## config.mk

```make
export PLATFORM = sky130hd
export DESIGN_NAME = pc_fetch_unit
export DESIGN_NICKNAME = d
export VERILOG_FILES = /design/src/rtl/cpu_types_pkg.sv /design/src/rtl/pc_next_calc.sv /design/src/rtl/pc_fetch_unit.sv
export SDC_FILE = /design/constraint.sdc
export NUM_CORES = 1
export LEC_CHECK = 0
export CORE_MARGIN = 2
export CORE_UTILIZATION = 50
export CTS_CLUSTER_DIAMETER = 100
export DETAILED_ROUTE_END_ITERATION = 10
export PLACE_DENSITY = 0.84
export SKIP_LAST_GASP = 1
export SLEW_MARGIN = 10
export SYNTH_ARGS = -nofsm -noshare
export SYNTH_HDL_FRONTEND = slang
export SYNTH_SLANG_ARGS = --single-unit
```

## constraint.sdc

```tcl
create_clock -name CLK -period 6.9 [get_ports CLK]
set_clock_uncertainty 0.2 [all_clocks]
set_input_delay 1.38 -clock CLK [delete_from_list [all_inputs] [get_ports CLK]]
set_output_delay 1.38 -clock CLK [all_outputs]
set_load 0.02 [all_outputs]
```

## src/rtl/cpu_types_pkg.sv

```systemverilog
// Shared types for the fetch stage: word type, next-PC select encoding,
// fetch FSM states and the instruction word size.
package cpu_types_pkg;

    typedef logic [31:0] word_t;

    typedef enum logic [1:0] {
        PC_NEXT = 2'b00,
        PC_BR   = 2'b01,
        PC_J    = 2'b10,
        PC_JR   = 2'b11
    } pcsel_t;

    typedef enum logic [1:0] {
        FETCH  = 2'b00,
        EXEC   = 2'b01,
        HALTED = 2'b10
    } fetch_state_t;

    localparam int unsigned WORD_BYTES = 4;

endpackage

```

## src/rtl/pc_next_calc.sv

```systemverilog
// Combinational next-PC selection: sequential, branch, jump and jump-register
// targets, plus pc+4 for the link value. All arithmetic wraps at 32 bits.
module pc_next_calc
    import cpu_types_pkg::*;
(
    input  word_t  pc,
    input  word_t  imemload,
    input  pcsel_t PCsel,
    input  logic   br_take,
    input  word_t  rdat1,
    output word_t  next_pc,
    output word_t  npc
);

    word_t pc4;
    word_t br_off;
    logic  unused_bits;

    assign pc4    = pc + WORD_BYTES;
    assign npc    = pc4;
    // Sign-extended imm16 already scaled to a byte offset.
    assign br_off = {{14{imemload[15]}}, imemload[15:0], 2'b00};

    assign unused_bits = ^{imemload[31:26], rdat1[1:0]};

    always_comb begin
        next_pc = pc4;
        unique case (PCsel)
            PC_NEXT: next_pc = pc4;
            PC_BR:   next_pc = br_take ? (pc4 + br_off) : pc4;
            PC_J:    next_pc = {pc4[31:28], imemload[25:0], 2'b00};
            PC_JR:   next_pc = {rdat1[31:2], 2'b00};
            default: next_pc = pc4;
        endcase
    end

endmodule

```

## src/rtl/pc_fetch_unit.sv

```systemverilog
// Fetch stage FSM: holds the PC, reads instruction memory, latches the word
// for the control unit and stops permanently on halt.
// Optional macro FETCH_PERF_CNT_EN adds instruction and fetch-stall counters.
module pc_fetch_unit
    import cpu_types_pkg::*;
#(
    parameter word_t PC_INIT = 32'h0000_0000
) (
    input  logic        CLK,
    input  logic        RST,
    input  logic        ihit,
    input  logic [31:0] iload,
    input  logic        ex_done,
    input  logic [1:0]  PCsel,
    input  logic        br_take,
    input  logic [31:0] rdat1,
    input  logic        halt,
    output logic        iREN,
    output logic [31:0] iaddr,
    output logic [31:0] imemload,
    output logic        instr_valid,
    output logic [31:0] pc,
    output logic [31:0] npc,
    output logic        halted
`ifdef FETCH_PERF_CNT_EN
    ,
    output logic [31:0] instr_count,
    output logic [31:0] fetch_stall_count
`endif
);

    fetch_state_t state;
    word_t        next_pc;

    pc_next_calc u_next (
        .pc       (pc),
        .imemload (imemload),
        .PCsel    (pcsel_t'(PCsel)),
        .br_take  (br_take),
        .rdat1    (rdat1),
        .next_pc  (next_pc),
        .npc      (npc)
    );

    // Read enable is masked by reset so memory sees no request while held.
    assign iREN  = (state == FETCH) && !RST;
    assign iaddr = pc;

    always_ff @(posedge CLK or posedge RST) begin
        if (RST) begin
            state       <= FETCH;
            pc          <= PC_INIT;
            imemload    <= '0;
            instr_valid <= 1'b0;
            halted      <= 1'b0;
        end else begin
            instr_valid <= 1'b0;
            case (state)
                FETCH: begin
                    if (ihit) begin
                        imemload    <= iload;
                        instr_valid <= 1'b1;
                        state       <= EXEC;
                    end
                end
                EXEC: begin
                    // Halt wins over ex_done so pc stays on the halt instruction.
                    if (halt) begin
                        state  <= HALTED;
                        halted <= 1'b1;
                    end else if (ex_done) begin
                        pc    <= next_pc;
                        state <= FETCH;
                    end
                end
                HALTED: begin
                    halted <= 1'b1;
                end
                default: begin
                    state <= FETCH;
                end
            endcase
        end
    end

`ifdef FETCH_PERF_CNT_EN
    always_ff @(posedge CLK or posedge RST) begin
        if (RST) begin
            instr_count       <= '0;
            fetch_stall_count <= '0;
        end else begin
            if (state == EXEC && !halt && ex_done)
                instr_count <= instr_count + 32'd1;
            if (state == FETCH && !ihit)
                fetch_stall_count <= fetch_stall_count + 32'd1;
        end
    end
`endif

endmodule

```

==> results of run 1 <==
[cells by family (layout without fill, tap and decap cells)]
family          after synthesis  in the layout  share of synthesized area [%]
buf+inv                      81            230                           7.99
compound gates              184            184                           20.7
simple gates                186            186                           16.3
mux                          62             62                           11.4
xor+xnor                     48             48                           7.82
fa+ha+maj                    35             35                           7.61
flops                        66             66                           28.2
other cells                   1              6                         0.0640
[state kept, by name, indices dropped and copies added, names as in the netlist]
register / count
state: 2
halted: 1
imemload: 32
instr_valid: 1
iaddr: 30
[per-stage QoR]
| stage | power [µW] | cells | utilization [%] | area [µm²] |
|---|---|---|---|---|
| floorplan | 2940 | 668 | - | 5880 |
| global placement | 3880 | 945 | 66.9 | 7640 |
| detailed placement | 3960 | 945 | 66.9 | 7640 |
| CTS | 4390 | 960 | 69.1 | 7900 |
| global route | 4680 | 960 | 69.1 | 7900 |
| finish | 4400 | 960 | 69.1 | 7900 |
[synthesized netlist by cell type, drive strengths merged (6+ instances only)]
cell	instances
a21oi	53
mux2	37
nor2	47
o21a	6
mux2i	25
nor3	12
inv	14
a211oi	10
dfrtp	66
xor2	17
xnor2	31
ha	34
nand4	13
nand3	15
buf	44
nand2	63
a21o	18
clkbuf	22
o21ai	50
[area by class of cell]
class                   instances  area [µm²]  share of cell area (%)
clock buffers                  12         236                    3.00
inverters                      15        56.3                   0.713
flip-flops and latches         66        1650                    20.9
multi-input cells             521        3770                    47.8
well taps                     143         179                    2.27
clock inverters                 3        17.5                   0.222
repair buffers                200        1980                    25.1
[metal layers]
| metal | global-route usage [%] | vias to the layer above | part of all wire (%) |
|---|---|---|---|
| li1 | - | 2665 | - |
| met3 | 6.10 | 23 | 7.8 |
| met5 | 0 | - | 0 |
| met4 | 10.5 | 0 | 2.1 |
| met1 | 35.6 | 2667 | 42 |
| met2 | 46.2 | 245 | 48 |
[worst max-delay path by stage]
stage	start	slack, ps	cells past startpoint	to
4_1_cts	iaddr[2]$_DFFE_PP0P_	2170	7	npc[22]
2_1_floorplan	iaddr[2]$_DFFE_PP0P_	2720	18	iaddr[31]$_DFFE_PP0P_
3_3_place_gp	iaddr[2]$_DFFE_PP0P_	2570	7	npc[22]
6_report	iaddr[2]$_DFFE_PP0P_	2160	7	npc[22]
3_5_place_dp	iaddr[2]$_DFFE_PP0P_	2530	7	npc[22]
5_1_grt	iaddr[2]$_DFFE_PP0P_	2000	7	npc[22]
[critical path, cell delays in order, from the launching register on]
cell             delay, ps
dfrtp_1                490
ha_1                   290
and3_1                 370
nand4_4                260
nor2_2                 220
and4_1                 230
xor2_1                 290
clkdlybuf4s50_1        670
[power by group]
group          internal (µW)  leakage, µW  switching (µW)
registers                571     0.000788             305
logic                   1460      0.00238            1660
clock network            240     0.000122             166
==> qor.yml, run 1 <==
detailed_routing:
  first_iter_violations: 324
  drc: 0
  vias: 5600
  wirelength_um: 18000
  ant_nets: 0
  wl_per_cell_um: 18.7
  via_per_inst: 5.83
  drt-pass1-iter-count: 5
floorplan:
  die_h_um: 112
  start_util_pct: 51.3
  core_area_um2: 11400
  dieWidth_um: 112
  die_area_um2: 12600
  ios: 203
  num_rows: 39
power:
  powerDensity_nw_per_um2: 558
  leakagePower_uw: 0.00329
  vdd_drop_max_v: 0.000349
critical_path:
  worstPathRequired_ps: 5320
  reg2reg_slack_ps: 2500
  r2r-end: "iaddr[31]$_DFFE_PP0P_"
  rr_worst_depth: 16
  endpoint_kind: "output port"
  worstSetupPathType: "flip-flop to output port"
  worst_ep_arrival_time_ps: 3160
  startpoint_type: "flip-flop"
  critical_path_peak_fanout: 8
  reg2reg_from: "iaddr[2]$_DFFE_PP0P_"
sta:
  setup-violations-final: 0
  timing.fmax_ghz: 0.211
  worst_hold_slack_ps: 271
  relSlewSlack_pct: 39.1
  period_share_pct: 68.7
  period_minus_slack_ps: 4740
  final-hold-violation-count: 0
  timing.final.max_slew_violations: 0
  rsz0062_at_grt: "no"
  fin_setup_tns_ps: 0
  fin_ws_ps: 2160
  worst_pin_slew_ps: 914
worst_hold_path:
  hold_class: "flip-flop to flip-flop"
  min_from: "halted$_DFFE_PP0P_"
  hold_depth: 1
  hold_path_end: "halted$_DFFE_PP0P_"
placement:
  dp_slack_ps: 2530
  portBuffers: 194
  gp_congestion: 0.939
  dp_hpwl_um: 13400
cts:
  cts.clk_slew.worst_paths_ps: 50
  cts_setup_buffers: 0
  clock_latency_ps: 340
  ctsHoldBuffers: 0
  cts_root_buf: "clkbuf_16"
  clk_path_buf_depth: 2
  numCtsBuffers: 9
  clkSinkCount: 66
  cts_max_level: 3
  post_cts_resized: 0
  tritoncts: "yes"
logic_synthesis:
  synth_edf_count: 0
  ys_ff_latch: 66
  synth_cells: 663
  synth.distinct_cells: 80
  yosys_most_used_dff: "dfrtp_1"
  syn_area_um2: 5860
  async_flop_share_pct: 100
  yosysTopAreaCell: "dfrtp_1"
  ys_seq_area_share_pct: 28.2
  yosysWarnings: 0
  syn_area_per_cell_um2: 8.83
  synthTopCellsByArea: "dfrtp_1 28%, ha_1 7.3%, mux2_2 7.1%, buf_4 4.6%, a21oi_1 4.5%"
  netlist.area_leader.share_pct: 28.2
outcome:
  status: "finished clean"
cells_and_area:
  final_common_cell: "clkdlybuf4s50_1"
  final_cell_mix: "193 x clkdlybuf4s50_1, 66 x dfrtp_1, 63 x nand2_1"
  final_nets: 920
  syn2layout_area_growth_pct: 34.8
  n_antenna_cell: 0
  drive_above_1_share_pct: 10.9
  fillCellCount: 912
global_routing:
  overflow: 0
  antenna_found_initial: 0
  grt_pass1_wl_um: 28000
  grtUsageTotal_pct: 27.8
  grt_pass1_vias: 5409
  grt_max_degree: 67
run:
  cap_violations: 0
No activity file was read; power rests on OpenSTA's default activity.
==> inputs of run 2 (changes only) <==
--- a/config.mk
+++ b/config.mk
@@ -6,10 +6,10 @@
 export NUM_CORES = 1
 export LEC_CHECK = 0
 export CORE_MARGIN = 2
-export CORE_UTILIZATION = 50
+export CORE_UTILIZATION = 47
 export CTS_CLUSTER_DIAMETER = 100
 export DETAILED_ROUTE_END_ITERATION = 10
-export PLACE_DENSITY = 0.84
+export PLACE_DENSITY = 0.8
 export SKIP_LAST_GASP = 1
 export SLEW_MARGIN = 10
 export SYNTH_ARGS = -nofsm -noshare
==> constraint.sdc (replaced) <==
create_clock -name CLK -period 4.8 [get_ports CLK]
set_clock_uncertainty 0.2 [all_clocks]
set_input_delay 0.96 -clock CLK [delete_from_list [all_inputs] [get_ports CLK]]
set_output_delay 0.96 -clock CLK [all_outputs]
set_load 0.02 [all_outputs]
==> run 2 against run 1 <==
  * Design area grew 1.8%
  * Via count grew 2.6%
  * Register-to-register slack lost 2100 ps
  * Non-clock buffer count grew 5
  * Clock-buffer cell count shrank 3
  * Routed wire length grew 3.7%
  * Hold slack gained 18 ps
  * Global-route usage shrank 0.051 points
  * Sequential power grew 44%
  * Flip-flop and latch count is the same
  * Worst setup slack lost 1700 ps
  * Critical path type is now flip-flop to flip-flop
  * Critical endpoint is now iaddr[31]$_DFFE_PP0P_
==> qor.yml, run 2 (same netlist as run 1, synthesis figures left out) <==
outcome:
  status: "finished clean"
critical_path:
  endpoint_kind: "flip-flop"
  crit_start: "iaddr[2]$_DFFE_PP0P_"
  worstSetupPathType: "flip-flop to flip-flop"
  critical_path_peak_fanout: 8  # unchanged
  reg2reg_from: "iaddr[2]$_DFFE_PP0P_"
  reg2reg_slack_ps: 410  # -2090 ps
  rr_worst_depth: 15  # -1
  worst_ep_arrival_time_ps: 4400  # +1240 ps
  startpoint_type: "flip-flop"
  r2r-end: "iaddr[31]$_DFFE_PP0P_"
  worstPathRequired_ps: 4810  # -510 ps
power:
  p_total_uw: 6530  # +48%
  powerDensity_nw_per_um2: 812  # +46%
  vdd_drop_max_v: 0.000437  # +25%
  leakagePower_uw: 0.00334  # +1.7%
global_routing:
  grtUsageTotal_pct: 27.7  # -0.051 points
  antenna_found_initial: 0  # unchanged
  grt_max_degree: 41  # -39%
  overflow: 0  # unchanged
  grt_pass1_wl_um: 29000  # +3.6%
  grt_pass1_vias: 5618  # +3.9%
cells_and_area:
  syn2layout_area_growth_pct: 37.2
  largest-register: "imemload"
  seq_area_um2: 1650  # unchanged
  final_common_cell: "clkdlybuf4s50_1"
  final_cell_mix: "193 x clkdlybuf4s50_1, 66 x dfrtp_1, 63 x nand2_1"
  multi_input_area_um2: 3770  # unchanged
  largest_reg_flops: 32  # unchanged
  drive_above_1_share_pct: 11.9  # +1.0 points
  fin_util_pct: 66.4  # -2.8 points
  fillCellCount: 988  # +8.3%
  final_nets: 925  # +0.54%
  n_antenna_cell: 0  # unchanged
cts:
  clkSinkCount: 66  # unchanged
  clock_latency_ps: 340  # about the same
  cts_setup_buffers: 0  # unchanged
  cts.clk_slew.worst_paths_ps: 60  # about the same
  post_cts_resized: 0  # unchanged
  cts_max_level: 3  # unchanged
  clk_path_buf_depth: 2  # unchanged
  cts_root_buf: "clkbuf_16"
  ctsHoldBuffers: 0  # unchanged
  tritoncts: "yes"
  numCtsBuffers: 9  # unchanged
detailed_routing:
  drt-pass1-iter-count: 6  # +1
  vias: 5745  # +2.6%
  first_iter_violations: 454  # +40%
  ant_nets: 0  # unchanged
  wl_per_cell_um: 18.8  # +0.45%
  wirelength_um: 18700  # +3.7%
  via_per_inst: 5.80  # -0.62%
  drc: 0  # unchanged
floorplan:
  dieWidth_um: 116  # +3.0%
  ios: 203  # unchanged
  die_h_um: 116  # +3.0%
  num_rows: 40  # +2.6%
  die_area_um2: 13400  # +6.2%
  start_util_pct: 48.4  # -2.9 points
  core_area_um2: 12100  # +6.1%
worst_hold_path:
  hold_depth: 1  # unchanged
  min_from: "halted$_DFFE_PP0P_"
  hold_class: "flip-flop to flip-flop"
  hold_path_end: "halted$_DFFE_PP0P_"
sta:
  setup-violations-final: 0  # unchanged
  final-hold-violation-count: 0  # unchanged
  fin_setup_tns_ps: 0  # unchanged
  rsz0062_at_grt: "no"
  relSlewSlack_pct: 40.8  # +1.7 points
  period_minus_slack_ps: 4390
  timing.final.max_slew_violations: 0  # unchanged
  worst_pin_slew_ps: 887  # -26.9 ps
  timing.fmax_ghz: 0.228
  period_share_pct: 91.4
  fin_ws_ps: 413  # -1740 ps
placement:
  portBuffers: 194  # unchanged
  dp_slack_ps: 502  # -2030 ps
  gp_congestion: 0.969  # +3.2%
  dp_hpwl_um: 14100  # +5.4%
run:
  cap_violations: 0  # unchanged
==> run 2: cell types whose count changed in the layout (fill, tap and decap cells not counted) <==
cell	before	now
buf_4	6	11
clkbuf_1	3	0
clkinv_4	0	3
bufinv_16	0	2
clkinv_2	2	0
inv_6	0	1
==> run 2: cell type report <==
class | instances | share of cell area (%)
Tap cell | 168 | 2.62
Clock buffer | 9 | 2.80
Timing Repair Buffer | 205 | 25.1
Inverter | 15 | 0.700
Sequential cell | 66 | 20.5
Clock inverter | 7 | 1.28
Multi-Input combinational cell | 521 | 46.9
==> run 2: worst max-delay path by stage <==
stage	endpoint	slack [ps]	cells after the start
3_3_place_gp	iaddr[31]$_DFFE_PP0P_	610	16
2_1_floorplan	iaddr[31]$_DFFE_PP0P_	620	18
5_1_grt	iaddr[31]$_DFFE_PP0P_	130	16
4_1_cts	iaddr[31]$_DFFE_PP0P_	470	15
3_5_place_dp	iaddr[31]$_DFFE_PP0P_	500	16
6_report	iaddr[31]$_DFFE_PP0P_	410	15
==> run 2: layer usage <==
| layer | wire length (µm) | up-vias | track usage [%] |
|---|---|---|---|
| met3 | 1300 | 40 | 4.65 |
| met5 | 0 | - | 0 |
| met1 | 7470 | 2764 | 33.6 |
| li1 | - | 2690 | - |
| met2 | 9340 | 251 | 48.3 |
| met4 | 551 | 0 | 12.5 |
==> run 2: where the power goes <==
| group | leakage (µW) | switching, µW | internal (µW) |
|---|---|---|---|
| Sequential | 0.000788 | 436 | 820 |
| Clock | 0.000156 | 282 | 460 |
| Combinational | 0.00240 | 2420 | 2110 |
| Total | 0.00334 | 3140 | 3390 |
==> run 2: critical path, stage by stage, from the launching register on <==
cell      delay, ps
dfrtp_1         510
ha_1            290
and3_1          400
nand4_4         250
nor2_2          210
and4_1          220
xor2_1          270
ha_1            380
a21oi_1         290
o21ai_0         190
nor3_1          220
a21o_1          210
o21ai_2          90
xor2_2          170
a41oi_1         240
o211ai_1        110
==> run 2: through the flow <==
stage                     hold WS, ps  cell area, µm²  cells
final                             289            8040    991
after global routing              304            8040    991
after CTS                         291            8040    991
after detailed placement          272            7710    975
after global placement            253            7710    975
after floorplan                   395            5880    668
